--- config.mk ---
export PLATFORM = sky130hd
export DESIGN_NAME = fifo_rd_ctrl
export DESIGN_NICKNAME = d
export VERILOG_FILES = /design/src/rtl/fifo_rd_pkg.sv /design/src/rtl/fifo_rd_skid.sv /design/src/rtl/fifo_rd_ctrl.sv
export SDC_FILE = /design/constraint.sdc
export NUM_CORES = 1
export LEC_CHECK = 0
export BUFFER_PORTS_ARGS = -buffer_cell sky130_fd_sc_hd__buf_2
export CORE_UTILIZATION = 30
export CTS_CLUSTER_DIAMETER = 60
export DETAILED_ROUTE_END_ITERATION = 10
export HOLD_SLACK_MARGIN = 0.05
export MAX_ROUTING_LAYER = met4
export PLACE_DENSITY_LB_ADDON = 0.25
export SLEW_MARGIN = 20
export SYNTH_ARGS = -nofsm -noshare
export SYNTH_HDL_FRONTEND = slang
export SYNTH_SLANG_ARGS = --single-unit
--- constraint.sdc ---
create_clock -name clk -period 1.6 [get_ports clk]
set_clock_uncertainty 0.2 [all_clocks]
set_input_delay 0.08 -clock clk [delete_from_list [all_inputs] [get_ports clk]]
set_output_delay 0.08 -clock clk [all_outputs]
set_load 0.02 [all_outputs]
--- src/rtl/fifo_rd_pkg.sv ---
// fifo_rd_pkg
//   Shared definitions for the FIFO read-side controller.
//   - rd_state_t : controller state (IDLE, RUN, DRAIN)
//   - BUF_DEPTH  : entries in the output buffer (fixed at 2)
package fifo_rd_pkg;

  localparam int BUF_DEPTH = 2;

  typedef enum logic [1:0] {
    IDLE  = 2'd0,
    RUN   = 2'd1,
    DRAIN = 2'd2
  } rd_state_t;

endpackage

--- src/rtl/fifo_rd_skid.sv ---
// fifo_rd_skid
//   Two-entry in-order buffer. Push and pop may occur in the same cycle;
//   order is preserved and occupancy is unchanged in that case. The
//   caller guarantees it never pushes into a full buffer nor pops an
//   empty one.
// Ports:
//   clk  : clock, rising edge
//   res  : asynchronous active-low reset (clears occupancy only)
//   push : write din into the tail this cycle
//   din  : data to push
//   pop  : remove the head this cycle
//   head : oldest entry, forced to 0 while empty
//   occ  : number of entries held (0..2)
module fifo_rd_skid
#(
  parameter int WIDTH = 8
) (
  input  logic             clk,
  input  logic             res,
  input  logic             push,
  input  logic [WIDTH-1:0] din,
  input  logic             pop,
  output logic [WIDTH-1:0] head,
  output logic [1:0]       occ
);
  import fifo_rd_pkg::*;

  localparam logic [1:0] FULL = 2'(BUF_DEPTH);

  logic [1:0]       occ_q;
  logic [WIDTH-1:0] ent0_q;
  logic [WIDTH-1:0] ent1_q;

  always_ff @(posedge clk or negedge res) begin
    if (!res) begin
      occ_q <= '0;
    end else begin
      occ_q <= occ_q + {1'b0, push} - {1'b0, pop};
    end
  end

  // Data entries carry no reset; an empty buffer presents 0 on head.
  always_ff @(posedge clk) begin
    case ({push, pop})
      2'b10: begin
        if (occ_q == 2'd0) ent0_q <= din;
        else               ent1_q <= din;
      end
      2'b01: begin
        ent0_q <= ent1_q;
      end
      2'b11: begin
        // Head leaves while a new word arrives: shift then append.
        if (occ_q == FULL) begin
          ent0_q <= ent1_q;
          ent1_q <= din;
        end else begin
          ent0_q <= din;
        end
      end
      default: ;
    endcase
  end

  assign head = (occ_q != 2'd0) ? ent0_q : '0;
  assign occ  = occ_q;

endmodule

--- src/rtl/fifo_rd_ctrl.sv ---
// fifo_rd_ctrl
//   Read-side controller for the synchronous FIFO. Pops the FIFO through
//   its read port, absorbs the one-cycle registered read latency and
//   presents words on a valid/ready stream. Never pops an empty FIFO.
//   Pop-to-stream latency is 2 cycles; full throughput with m_ready=1.
// Configuration:
//   FIFO_RD_CNT_EN : when defined, rd_count counts stream transfers
//                    (wraps, cleared only by reset); otherwise tied to 0.
// Ports:
//   clk        : clock, rising edge
//   res        : asynchronous active-low reset
//   enable     : allow new pops; 0 drains what is already fetched
//   fifo_empty : FIFO empty flag
//   fifo_rdata : FIFO registered read data
//   fifo_rd_en : FIFO read enable (combinational)
//   m_valid    : stream valid
//   m_ready    : stream ready from downstream
//   m_data     : stream data
//   busy       : a word is in flight or buffered
//   rd_count   : delivered-word counter
module fifo_rd_ctrl
#(
  parameter int WIDTH     = 8,
  parameter int BUF_DEPTH = 2,
  parameter int CNT_WIDTH = 16
) (
  input  logic                 clk,
  input  logic                 res,
  input  logic                 enable,
  input  logic                 fifo_empty,
  input  logic [WIDTH-1:0]     fifo_rdata,
  output logic                 fifo_rd_en,
  output logic                 m_valid,
  input  logic                 m_ready,
  output logic [WIDTH-1:0]     m_data,
  output logic                 busy,
  output logic [CNT_WIDTH-1:0] rd_count
);
  import fifo_rd_pkg::*;

  rd_state_t  state_q;
  logic       inflight_p1;
  logic [1:0] occ;
  logic       xfer;
  logic       held;
  logic [2:0] held_cnt;
  logic [2:0] pop_limit;

  assign xfer = m_valid & m_ready;
  assign held = (occ != 2'd0) | inflight_p1;

  // Words held or in flight must stay below the buffer size, plus one slot
  // freed by a transfer this cycle. The m_ready term is combinational so a
  // full buffer can keep streaming one word per cycle. res gates the pop so
  // the FIFO sees no read while reset is asserted.
  assign held_cnt   = {1'b0, occ} + {2'b00, inflight_p1};
  assign pop_limit  = 3'(BUF_DEPTH) + {2'b00, xfer};
  assign fifo_rd_en = res & enable & ~fifo_empty & (held_cnt < pop_limit);

  // Stage p1: FIFO rdata is valid the cycle after a pop.
  always_ff @(posedge clk or negedge res) begin
    if (!res) inflight_p1 <= 1'b0;
    else      inflight_p1 <= fifo_rd_en;
  end

  // Stage p2: captured word becomes visible on the stream.
  fifo_rd_skid #(
    .WIDTH (WIDTH)
  ) u_skid (
    .clk  (clk),
    .res  (res),
    .push (inflight_p1),
    .din  (fifo_rdata),
    .pop  (xfer),
    .head (m_data),
    .occ  (occ)
  );

  assign m_valid = (occ != 2'd0);
  assign busy    = held;

  always_ff @(posedge clk or negedge res) begin
    if (!res) begin
      state_q <= IDLE;
    end else begin
      case (state_q)
        IDLE:    if (enable) state_q <= RUN;
        RUN:     if (!enable) state_q <= held ? DRAIN : IDLE;
        DRAIN: begin
          if (enable)     state_q <= RUN;
          else if (!held) state_q <= IDLE;
        end
        default: state_q <= IDLE;
      endcase
    end
  end

`ifdef FIFO_RD_CNT_EN
  logic [CNT_WIDTH-1:0] cnt_q;

  always_ff @(posedge clk or negedge res) begin
    if (!res)      cnt_q <= '0;
    else if (xfer) cnt_q <= cnt_q + 1'b1;
  end

  assign rd_count = cnt_q;
`else
  assign rd_count = '0;
`endif

endmodule

==> results.md <==
* Status: finished, violations left
* Failing checks: negative setup slack
* Pwr dens at 845 nW/um2
* Final antenna-violating net count at 0
* Fmax at 0.528 GHz
* Setup WS pre-CTS at -0.0935 ns
* Clk_lat worst skew at 0.29 ns
* I/O Buffers at 23
* Post-synthesis adder-cell area fraction at 3.77%
* DR iter-0 viols at 3
* Area growth, synth to finish at 53.8%
* Number of global-route vias before repair at 656
* FF-to-FF path depth at 5
* Worst hold-check path type: input port to flip-flop
* Post-Syn Area at 996 um2
* Worst-path clk slew at 0.10 ns
* CP Launch Type: flip-flop
* Slew Limit Fails at 0
* R2R Path Start: u_skid.occ[0]
* Worst-path fanout max at 2
* Final nets at 142
* Hpwl dp at 1220 um
* Pin count of the biggest net entering global routing at 12
* WL met3 at 65 um
* CTS Buf Count at 3
* Synthesized netlist cell count at 73
* Endpoint class of the critical path: output port
* CORE AREA at 3100 um2
* CTS tree: done
* Post-Place Cells at 146
* Fillers at 268
* Die X at 59.6 um
* DR vias at 670
* Worst Hold End: u_skid.ent1_q[2]
* DRC at 0
* Crit path DAT at 1.61 ns
* Mux share of post-synthesis cell area at 13.1%
* Core Rows at 20
* Die area at 3550 um2
* Yosys top cell area share at 48.2%
* GP Congestion at 0.753
* Yosys reg bits at 19
* Global-route wire length before repair at 2730 um
* Total Wirelength at 1840 um
* Final min period at 1.89 ns
* Synth Area in XOR/XNOR at 0.879%
* WP data required at 1.32 ns
* Area post-placement at 1200 um2
* Share of cells above drive strength 1 at 51.2%
* Final Hold Fails at 0
* Initial Utilization at 32.1%
* Setup WS post-layout at -0.294 ns
* Gr usage total at 11.2%
* Synth area leaders: edfxtp_1 48%, buf_4 12%, mux2_4 12%
* Final setup viols at 33
* Max layer used: met4
* Synth Area in Compound Gates at 2.64%
* Peak VDD IR at 0.515 mV
* Drt wl/cell at 10.9 um
* Commonest cells after routing, fill and taps aside: 16 x conb_1, 16 x edfxtp_1, 15 x buf_2
* Sequential-to-total area share from yosys stat at 55.8%
* Ant diodes at 0
* Max cap viols at 0
* Yosys cell types at 19
* Routed vias/inst at 3.96
* Design area at 1530 um2
* Area share of and/or/nand/nor cells after synthesis at 9.55%
* Initial antenna violation count at 0
* Clock Sinks at 19
* R2R setup slack at -0.15 ns
* Pleak at 0.693 nW
* Final non-filler cell total at 169
* Met2 wire length at 1040 um
* Critical R2R Capture: u_skid.ent0_q[0]
* Yosys warns at 0
* Die height at 59.6 um
* RSZ-0062 raised after global routing: yes
* Worst hold path depth at 3
* Pre-Repair DR Iteration Count at 2
* I/O pins at 40
* H-Tree Depth at 1
* Largest family of logic cells by synthesized area: buffers and inverters
* Crit Path Category: flip-flop to output port
* Overflow after GRT at 0
* CTS Buffer Depth at 2
* WL met1 at 729 um
* Root Driver: clkbuf_4
* Mean post-synth cell area at 13.6 um2
* Tcrit/Tclk final at 118%
* Cell taking the most area after synthesis: edfxtp_1
* Hold path startpoint: m_ready
[power breakdown]
group,switching [mW],internal (mW),total (mW)
clock,0.140,0.0929,0.233
sequential,0.0152,0.579,0.594
combinational,0.221,0.247,0.467
[cells by family after synthesis]
kind of cell    count (synthesis)
xor+xnor                        1
other cells                     1
fa+ha+maj                       3
buf+inv                        19
compound gates                  4
simple gates                   17
mux                             9
flops                          19
[what timing repair did]
| item | in CTS | in global routing |
|---|---|---|
| resized for setup | 7 | 32 |
| endpoints found under the hold margin | 22 | 1 |
| setup endpoints to repair | 29 | 36 |
| pin swaps | 1 | 2 |
| hold buffers | 13 | 1 |
| buffers inserted | 3 | 4 |
[critical path, cell delays in order, from the launching register on]
cell     delay, ns
dfrtp_2       0.45
ha_4          0.17
ha_4          0.20
o21ai_2       0.05
nor4b_4       0.25
buf_4         0.20
[metrics by stage]
step / hold slack, ns / total power [mW] / setup TNS (ns) / utilization (%)
floorplan: -0.416 / 0.833 / -0.473 / -
global placement: -0.316 / 0.911 / -0.284 / 38.6
detailed placement: -0.315 / 0.918 / -0.691 / 38.6
CTS: 0.0781 / 1.21 / -4.24 / 45.5
global route: 0.165 / 1.37 / -4.88 / 49.4
finish: 0.155 / 1.29 / -3.10 / 49.4
[state kept, by name, summed over array words and instances (netlist names)]
signal	flops
inflight_p1	1
u_skid.ent1_q	8
u_skid.occ	2
u_skid.ent0_q	8
[layout make-up]
cell class              instances  area, um2  area share, %
clock buffers                   3       22.5           1.47
multi-input cells              50        450           29.4
inverters                       2       10.0          0.654
clock inverters                 1       5.00          0.327
flip-flops and latches         19        558           36.4
repair buffers                 50        430           28.1
well taps                      44       55.1           3.59
[routing by layer]
layer	vias to the layer above	GRT usage, %
li1	323	-
met1	319	10.9
met2	26	21.7
met3	2	1.97
met4	0	3.99
met5	-	-
[synth_stat cells]
master    count
inv_1         2
a21o_1        1
edfxtp_1     16
ha_1          3
xnor2_1       1
conb_1        1
or3_2         1
buf_6         1
nor2_1        1
dfrtp_1       3
nor2b_1       8
and3_1        1
mux2_4        8
nand2_1       5
o21ai_2       1
mux2i_1       1
nor4b_1       1
buf_4        16
o21ai_0       2
[worst max path at each step]
stage | startpoint | end | slack, ns
finish | u_skid.occ[0] | fifo_rd_en | -0.29
global placement | u_skid.occ[0] | fifo_rd_en | -0.04
CTS | inflight_p1 | fifo_rd_en | -0.25
floorplan | u_skid.occ[0] | u_skid.ent1_q[0] | -0.05
global route | u_skid.occ[0] | fifo_rd_en | -0.39
detailed placement | u_skid.occ[0] | fifo_rd_en | -0.09
No activity file was read; power rests on OpenSTA's default activity.
